## src/rtl/hex_segments_reader.sv

```systemverilog
// Seven-segment pattern reader: waits for a pattern to hold steady, decodes it to a hex digit
// and offers it on a valid/ready output with a sticky overrun flag for dropped captures.
module hex_segments_reader #(
   parameter int STABLE_CYCLES = 4
) (
   input  logic       clock,
   input  logic       reset,
   input  logic [6:0] leds,
   input  logic       sample_en,
   input  logic       out_ready,
   output logic       out_valid,
   output logic [3:0] value,
   output logic       blank,
   output logic       illegal,
   output logic       overrun
);

   localparam logic [7:0] CNT_MAX  = 8'(STABLE_CYCLES);
   localparam logic [7:0] CNT_LAST = 8'(STABLE_CYCLES - 1);

   typedef enum logic {
      SETTLE = 1'b0,
      LOCKED = 1'b1
   } state_t;

   // Returns {value[3:0], blank, illegal} for an active-low segment code.
   function automatic logic [5:0] decode(input logic [6:0] seg);
      logic [5:0] res;
      res = {4'h0, 1'b0, 1'b1};
      case (seg)
         7'h40: res = {4'h0, 2'b00};
         7'h79: res = {4'h1, 2'b00};
         7'h24: res = {4'h2, 2'b00};
         7'h30: res = {4'h3, 2'b00};
         7'h19: res = {4'h4, 2'b00};
         7'h12: res = {4'h5, 2'b00};
         7'h02: res = {4'h6, 2'b00};
         7'h78: res = {4'h7, 2'b00};
         7'h00: res = {4'h8, 2'b00};
         7'h10: res = {4'h9, 2'b00};
         7'h08: res = {4'hA, 2'b00};
         7'h03: res = {4'hB, 2'b00};
         7'h46: res = {4'hC, 2'b00};
         7'h21: res = {4'hD, 2'b00};
         7'h06: res = {4'hE, 2'b00};
         7'h0E: res = {4'hF, 2'b00};
         7'h7F: res = {4'h0, 2'b10};
         default: res = {4'h0, 1'b0, 1'b1};
      endcase
      return res;
   endfunction

   state_t     state, state_next;
   logic [6:0] leds_q;
   logic [7:0] cnt, cnt_next;
   logic       match;
   logic       capture;
   logic       accept;
   logic [5:0] dec;

   logic       vld_p1;
   logic [3:0] value_p1;
   logic       blank_p1;
   logic       illegal_p1;
   logic       overrun_p1;

   assign match  = sample_en & (leds == leds_q);
   assign dec    = decode(leds_q);
   assign accept = capture & (~vld_p1 | out_ready);

   always_comb begin
      state_next = state;
      cnt_next   = 8'd0;
      capture    = 1'b0;
      if (match) begin
         cnt_next = (cnt == CNT_MAX) ? CNT_MAX : cnt + 8'd1;
      end
      case (state)
         SETTLE: begin
            if (match && (cnt == CNT_LAST)) begin
               capture    = 1'b1;
               state_next = LOCKED;
            end
         end
         LOCKED: begin
            if (!match) begin
               state_next = SETTLE;
            end
         end
         default: state_next = SETTLE;
      endcase
   end

   // Stage 0: input register and stability tracking
   always_ff @(posedge clock) begin
      if (reset) begin
         leds_q <= 7'h7F;
         cnt    <= 8'd0;
         state  <= SETTLE;
      end else begin
         leds_q <= leds;
         cnt    <= cnt_next;
         state  <= state_next;
      end
   end

   // Stage 1: result register, handshake and overrun
   always_ff @(posedge clock) begin
      if (reset) begin
         vld_p1     <= 1'b0;
         value_p1   <= 4'h0;
         blank_p1   <= 1'b0;
         illegal_p1 <= 1'b0;
         overrun_p1 <= 1'b0;
      end else if (accept) begin
         vld_p1     <= 1'b1;
         value_p1   <= dec[5:2];
         blank_p1   <= dec[1];
         illegal_p1 <= dec[0];
      end else if (capture) begin
         overrun_p1 <= 1'b1;
      end else if (vld_p1 && out_ready) begin
         vld_p1 <= 1'b0;
      end
   end

   assign out_valid = vld_p1;
   assign value     = value_p1;
   assign blank     = blank_p1;
   assign illegal   = illegal_p1;
   assign overrun   = overrun_p1;

endmodule
```

## config.mk

```make
export PLATFORM = sky130hd
export DESIGN_NAME = hex_segments_reader
export DESIGN_NICKNAME = d
export VERILOG_FILES = /design/src/rtl/hex_segments_reader.sv
export SDC_FILE = /design/constraint.sdc
export NUM_CORES = 1
export LEC_CHECK = 0
export BUFFER_PORTS_ARGS = -buffer_cell sky130_fd_sc_hd__buf_4
export CAP_MARGIN = 20
export CORE_MARGIN = 3
export CORE_UTILIZATION = 50
export DETAILED_ROUTE_END_ITERATION = 7
export PLACE_DENSITY_LB_ADDON = 0.15
export SETUP_SLACK_MARGIN = 0.2
export SLEW_MARGIN = 20
export SYNTH_ARGS = -nofsm -noshare
export SYNTH_HDL_FRONTEND = slang
export SYNTH_SLANG_ARGS = --single-unit
```

## constraint.sdc

```tcl
create_clock -name clock -period 4.9 [get_ports clock]
set_input_delay 0.735 -clock clock [delete_from_list [all_inputs] [get_ports clock]]
set_output_delay 0.735 -clock clock [all_outputs]
set_load 0.03 [all_outputs]
```

**Word-level counts from Yosys, hierarchy flattened**

Cells that the tools add are included.

- $add $sub $neg: 1
- Eq/ne operators: 20
- Mux-type cells: 9
- Bitwise operators: 7
- Reductions and logical operators: 8

Operator list:

| cell | count |
|---|---|
| $pmux 6 s17 | 1 |
| $eq 7x7->1 const B | 5 |
| $eq 7x5->1 const B | 3 |
| $eq 7x6->1 const B | 3 |
| $eq 7x2->1 const B | 2 |
| $eq 7x4->1 const B | 2 |
| $add 8x1->8 const B | 1 |
| $eq 8x2->1 const B | 1 |
| $eq 8x3->1 const B | 1 |
| $eq 7x3->1 const B | 1 |
| $eq 7x7->1 | 1 |
| $logic_not 7->1 | 1 |
| $mux 1 | 6 |
| $not 1->1 | 4 |
| $reduce_and 2->1 | 2 |
| $mux 3 | 1 |
| $reduce_or 3->1 | 1 |
| $and 1x1->1 | 2 |
| $logic_and 1x1->1 | 2 |
| $ne 2x1->1 const B | 1 |
| $pmux 1 s2 | 1 |
| $reduce_bool 2->1 | 1 |
| $reduce_or 2->1 | 1 |
| $or 1x1->1 | 1 |

- Register bits after elaboration: 24
- Input port bits: 11
- Output and inout port bits: 8
- Logic and storage cells: 54

**Logic depth before layout (Yosys ltp)**

Gate-level depths: netlist of run 1.

- Depth in word-level cells: 8
- Depth in mapped cells: 7
- Mapped depth without buffers: 5

**Worst setup path before layout of run 1**

No wires, ideal clock.

- Path type: input to register
- From: input leds[3]
- To: register value_p1[1] (netlist: value[1])
- Setup time: 0.129 ns
- Data arrival time: 1.803 ns
- Data required time: 4.771 ns
- Slack: 2.969 ns
- Stages on the path: 5
- Path through: xnor2_1 -> nand4_2 -> nor4_4 -> and4b_1 -> nor3_1

- Word-level cells in the longest chain between the ends: 6

Ends and longest elaborated chain:

| what | RTL line | source |
|---|---|---|
| start, declared | 8 | `input logic [6:0] leds,` |
| $eq 7x7->1 | 67 | `assign match = sample_en & (leds == leds_q);` |
| $and 1x1->1 | 67 |  |
| $logic_and 1x1->1 | 80 | `if (match && (cnt == CNT_LAST)) begin` |
| $mux 1 | 80 |  |
| $mux 1 | 78 | `case (state)` |
| $and 1x1->1 | 69 | `assign accept = capture & (~vld_p1 \| out_ready);` |
| end signal, assigned | 117 | `value_p1 <= dec[5:2];` |
| end, declared | 62 | `logic [3:0] value_p1;` |

Every way passes these cells.
A chain may end at the register's enable or synchronous reset.

**Final worst setup path of run 1**

- From: register leds_q[2]
- To: register value_p1[1] (netlist: value[1])

- Word-level cells in the longest chain between the ends: 6
- Elaborated cells between the ends (all ways): 24
- Classes of those cells: eq/ne: 17; mux: 3; bitwise: 2; reduce/logical: 2

Ends and longest elaborated chain:

| what | RTL line | source |
|---|---|---|
| start, declared | 54 | `logic [6:0] leds_q;` |
| start signal, assigned | 101 | `leds_q <= leds;` |
| $eq 7x7->1 | 67 |  |
| $and 1x1->1 | 67 |  |
| $logic_and 1x1->1 | 80 |  |
| $mux 1 | 80 |  |
| $mux 1 | 78 |  |
| $and 1x1->1 | 69 |  |

Several ways; a longest one is shown, not always the timed one.

==> impl_metrics.yaml, run 1 <==
status:
  status: "finished, final reports clean"
critical_path:
  cp_max_fo: 16
  worstSetupStartpoint: "leds_q[2]"
  critPathArrivalTime_ns: 2.25
  cp.required_ns: 5.12
  endpoint_kind: "flop"
  crit_path_start_kind: "flop"
  crit_slowest_cell: "dfxtp_1"
  cpPeakStageDelay_ns: 0.70
  cp_cell_sequence: "xnor2_2 > nand4_2 > nor4_4 > and4b_1 > nor3_1"
  ff2ff_path_depth: 5
  r2r_start: "leds_q[2]"
  path_class: "flop to flop"
clock_network:
  cts_setup_buffers: 0
  clock_sinks: 24
  cts_tree: "yes"
  path_clk_slew_ns: 0.13
  cts_buffer_depth: 2
  cts_made_buffers: 3
  cts-root-buf: "clkbuf_4"
  insertion_delay_ns: 0.32
  hold_buffers: 0
  cts_htree_levels: 1
  cts_resized: 0
sta:
  fin_skew_ns: 0.00273
  period_minus_slack_ns: 2.03
  setup_viol: 0
  fin_tns_setup_ns: 0
  slew_violations: 0
  rsz0062_at_grt: "no"
  period_share_pct: 41.5
  tightestPinTransition_ns: 0.569
  max_freq_mhz: 492
  slew_headroom_pct: 62.0
  hold_viol_final: 0
detailed_routing:
  wl_met2_um: 1080
  met3WireLength_um: 125
  topRoutingLayerUsed: "met4"
  drt-total-wl_um: 2540
  vias: 1120
  met1_length_um: 1280
  via_per_inst: 5.66
  ant_nets: 0
  avgRoutedWirePerCell_um: 12.8
  drtPass1Iterations: 4
  drtIter0Drc: 45
  post-route-drc-count: 0
cells_and_area:
  diodes: 0
  final_area_mm2: 0.00149
  fin_nets: 182
  stdcell_count: 198
  drive_gt1_share_pct: 20.8
  area_growth_pct: 12.1
  fillers: 228
grt:
  grt_pass1_wl_um: 4440
  grt_pass1_vias: 1023
  antenna_found_initial: 0
  grt_max_degree: 18
  grt.overflow.total: 0
  grtUsageTotal_pct: 16.9
power:
  irDropWorstVdd_uv: 189
  power_switching_uw: 86.3
  switching_share_pct: 22.4
  seqPwrFrac_pct: 54.3
  combPwrFrac_pct: 8.5
  power.internal_uw: 299
  power_uw: 385
  power_density_mw_per_mm2: 258
  p_leak_uw: 0.000578
  power_frac_clock_pct: 37.3
floorplan:
  ioPinCount: 19
  start_util_pct: 53.3
  die-width_um: 57.6
  rows: 18
  dieArea_mm2: 0.00332
  die_y_um: 57.6
  core_mm2: 0.00250
logic_synthesis:
  yosysWarnings: 0
  netlist_instances: 155
  synth.avg_cell_area_um2: 8.59
  syn-num-nets: 168
  synth_edf_count: 0
  ys_types: 43
  synthFlopType: "dfxtp_1"
  ys_async_sr_fraction_pct: 0
  ys_seq_area_share_pct: 36.1
  syn_area_mm2: 0.00133
  synth_seq_cells: 24
place:
  gp_congestion: 0.790
  port_buffers: 18
  post-dp-hpwl_um: 1850
  placed_cells: 194
  placed_area_mm2: 0.00144
flow_run:
  cap_violations: 0
hold_path:
  min_path_type: "flop to flop"
  hold_depth: 1
  min_from: "cnt[0]"
## worst max-delay path: cells and delay by family, from the launching register on
| family | cells | cell delay, ns |
|---|---|---|
| xor+xnor | 1 | 0.19 |
| flops | 1 | 0.70 |
| simple gates | 4 | 1.04 |
## synthesized netlist by cell type, drive strengths merged (2+ instances only)
master	n	area (um2)
nor4	3	40.0
a311oi	2	17.5
nand2	8	30.0
dfxtp	24	480
clkbuf	2	7.51
buf	7	56.3
nand3	8	40.0
inv	6	22.5
o21ai	3	15.0
a31oi	2	12.5
nor3	9	45.0
nor4b	2	17.5
or2	8	50.1
and3b	3	26.3
xor2	4	35.0
nand2b	2	12.5
nand4	8	62.6
nor2	19	71.3
mux2i	2	20.0
nor2b	4	25.0
xnor2	9	86.3
ha	2	25.0
a21oi	5	25.0
## layer usage
metal  up-vias  track usage (%)
li1        568                -
met1       507             23.0
met2        38             25.3
met3         7             2.49
met5         -                0
met4         0             9.60
## power by group through the flow
stage / Clock [uW] / Sequential, uW / Combinational, uW
floorplan: 0 / 205 / 31.5
global placement: 0 / 213 / 31.1
detailed placement: 0 / 213 / 32.4
CTS: 149 / 209 / 32.7
global route: 156 / 210 / 36.0
finish: 144 / 209 / 32.6
## layout by cell type, fill, tap and decap left out, types with 3 or more instances in the layout
cell type  Yosys  final
buf_4          1     18
nor2_1        19     19
a21oi_1        5      5
nor3_1         9      9
nor2b_1        4      4
inv_1          6      6
nand3_1        8      8
and3b_1        3      3
xor2_1         4      4
or2_2          8      8
dfxtp_1       24     24
nand4_1        6      6
nand2_1        8      8
clkbuf_4       0      3
xnor2_1        8      8
## path summary, 6_finish.rpt
kind                            endpoint  slack [ns]
worst min-delay path              cnt[0]        0.49
worst min register to register    cnt[0]        0.49
worst max register to register  value[1]        2.87
worst max-delay path            value[1]        2.87
## area by class of cell
type | count | area, um2 | area share [%]
Timing Repair Buffer | 18 | 135 | 9.05
Clock inverter | 1 | 30.0 | 2.01
Clock buffer | 3 | 22.5 | 1.51
Inverter | 6 | 22.5 | 1.51
Sequential cell | 24 | 480 | 32.2
Tap cell | 30 | 37.5 | 2.51
Multi-Input combinational cell | 116 | 764 | 51.2
## registers in the layout (all words and copies together) (netlist names)
name and count:
blank 1, cnt 8, illegal 1, leds_q 7, out_valid 1, overrun 1, state 1, value 4
## kinds of logic after synthesis
| kind of cell | share of synthesized area (%) |
|---|---|
| flip-flops | 36.1 |
| buffers and inverters | 6.48 |
| multiplexers | 1.50 |
| XOR/XNOR | 9.12 |
| AO/OA/AOI/OAI | 10.2 |
| adder cells (fa/ha/maj) | 1.88 |
| AND/OR/NAND/NOR | 34.8 |
## through the flow
step	setup slack (ns)	hold WS, ns	util (%)
2_1_floorplan	2.97	0.430	-
3_3_place_gp	2.75	0.446	57.6
3_5_place_dp	2.72	0.459	57.6
4_1_cts	2.86	0.491	59.7
5_1_grt	2.72	0.526	59.7
6_report	2.87	0.486	59.7
Power figures use the tool's default switching activity.
==> inputs of run 2 (changes only) <==
==> constraint.sdc (replaced) <==
create_clock -name clock -period 1.7 [get_ports clock]
set_input_delay 0.255 -clock clock [delete_from_list [all_inputs] [get_ports clock]]
set_output_delay 0.255 -clock clock [all_outputs]
set_load 0.03 [all_outputs]
==> run 2 against run 1 <==
Effect of this change:
- via count grew 12%
- non-clock buffer count rose by 21
- setup slack worse by 2.8 ns
- maximum frequency increased by 28%
- critical endpoint is now value[2]
- clock skew is 0.0039 ns higher
- final area grew 28%
- register-to-register slack got worse by 2.8 ns
==> impl_metrics.yaml, run 2 (same netlist as run 1, synthesis figures left out) <==
sta:
  setup_viol: 0
  tightestPinTransition_ns: 0.367
  rsz0062_at_grt: "yes"
  slew_violations: 0
  period_minus_slack_ns: 1.59
  fin_tns_setup_ns: 0
  slew_headroom_pct: 75.2
  period_share_pct: 93.3
  hold_viol_final: 0
  max_freq_mhz: 631
  fin_skew_ns: 0.00661
detailed_routing:
  drtPass1Iterations: 4
  drtIter0Drc: 58
  ant_nets: 0
  via_per_inst: 5.73
  drt-total-wl_um: 3160
  avgRoutedWirePerCell_um: 14.4
  vias: 1255
  post-route-drc-count: 0
cells_and_area:
  top_register: "cnt"
  final_common_cell: "buf_4"
  fin_nets: 203
  postLayoutCoreUtil_pct: 76.7
  area_growth_pct: 44.0
  diodes: 0
  final_cell_mix: "buf_4, nor2_1, dfxtp_1"
  largest_reg_flops: 8
  drive_gt1_share_pct: 47.1
  fillers: 158
hold_path:
  min_path_type: "primary input to flop"
  min_from: "leds[1]"
place:
  port_buffers: 18
  post-dp-hpwl_um: 1970
  gp_congestion: 0.924
critical_path:
  crit_path_start_kind: "flop"
  r2r_start: "leds_q[1]"
  cp_max_fo: 9
  path_buf_inv: 1
  crit_slowest_cell: "dfxtp_4"
  cp_cell_sequence: "buf_4 > or2_2 > nor3_1 > nor3_2 > a311oi_1"
  worstSetupStartpoint: "leds_q[1]"
  critPathArrivalTime_ns: 1.84
  cpPeakStageDelay_ns: 0.40
  endpoint_kind: "flop"
  cp.required_ns: 1.95
  path_class: "flop to flop"
  cp_top_family: "simple AND/OR/NAND/NOR gates"
clock_network:
  clock_sinks: 24
  cts_htree_levels: 1
  insertion_delay_ns: 0.33
  hold_buffers: 0
  cts_buffer_depth: 2
  path_clk_slew_ns: 0.14
  cts_tree: "yes"
  cts-root-buf: "clkbuf_4"
  cts_made_buffers: 3
grt:
  grt_max_degree: 18
  grt_pass1_wl_um: 5100
  antenna_found_initial: 0
  grt.overflow.total: 0
  grtUsageTotal_pct: 19.5
  grt_pass1_vias: 1154
power:
  irDropWorstVdd_uv: 495
  power_density_mw_per_mm2: 621
  p_leak_uw: 0.000755
status:
  status: "finished, final reports clean"
floorplan:
  die-width_um: 57.6
  rows: 18
  dieArea_mm2: 0.00332
  ioPinCount: 19
  core_mm2: 0.00250
  die_y_um: 57.6
  start_util_pct: 53.3
flow_run:
  cap_violations: 0
-- run 2: cell count changes in the layout (fill, tap and decap cells not counted), moves of 4 or more --
cell / previous run / this run
dfxtp_4: 0 / 7
xnor2_2: 1 / 5
nor3_1: 9 / 4
buf_4: 18 / 35
dfxtp_1: 24 / 14
xnor2_1: 8 / 2
-- run 2: worst reg2reg max path, stage by stage (launching register included) --
cell and delay [ns]:
dfxtp_4 0.40, buf_4 0.18, or2_2 0.33, nor3_1 0.29, nor3_2 0.08, a311oi_1 0.23
-- run 2: repair_timing --
item	4_1_cts	5_1_grt
gates cloned	0	0
pin swaps	10	13
gates resized for setup	27	22
setup buffers	6	4
setup endpoints to repair	16	17
-- run 2: where the power goes --
part | total, uW | switching [uW] | internal, uW
Clock | 428 | 190 | 239
Combinational | 176 | 81.2 | 95.0
Sequential | 586 | 19.6 | 566
-- run 2: layout make-up --
type	instances	area [um2]	share of cell area [%]
Clock buffer	3	22.5	1.17
Clock inverter	1	30.0	1.57
Inverter	6	22.5	1.17
Multi-Input combinational cell	116	977	51.0
Sequential cell	24	510	26.6
Tap cell	30	37.5	1.96
Timing Repair Buffer	39	317	16.5
-- run 2: final timing paths --
path / cells after the start / endpoint / slack, ns
worst max-delay path: 5 / value[2] / 0.11
worst min-delay path: 2 / leds_q[1] / 0.13
worst max register to register: 5 / value[2] / 0.11
worst min register to register: 1 / cnt[0] / 0.46
-- run 2: metrics by stage --
| stage | setup WS (ns) | area (um2) | power (uW) | hold slack (ns) | instances |
|---|---|---|---|---|---|
| 2_1_floorplan | 0.175 | 1350 | 683 | 0.359 | 155 |
| 3_3_place_gp | 0.0934 | 1540 | 717 | 0.420 | 205 |
| 3_5_place_dp | 0.0163 | 1540 | 721 | 0.432 | 205 |
| 4_1_cts | 0.164 | 1780 | 1170 | 0.115 | 215 |
| 5_1_grt | 0.00497 | 1920 | 1230 | 0.127 | 219 |
| 6_report | 0.115 | 1920 | 1190 | 0.125 | 219 |
-- run 2: metal layers --
metal | vias up | GRT usage (%) | share of wire [%]
li1 | 614 | - | -
met1 | 561 | 24.4 | 41
met2 | 70 | 32.3 | 49
met3 | 10 | 2.49 | 6.3
met4 | 0 | 10.9 | 3.3
met5 | - | 0 | 0
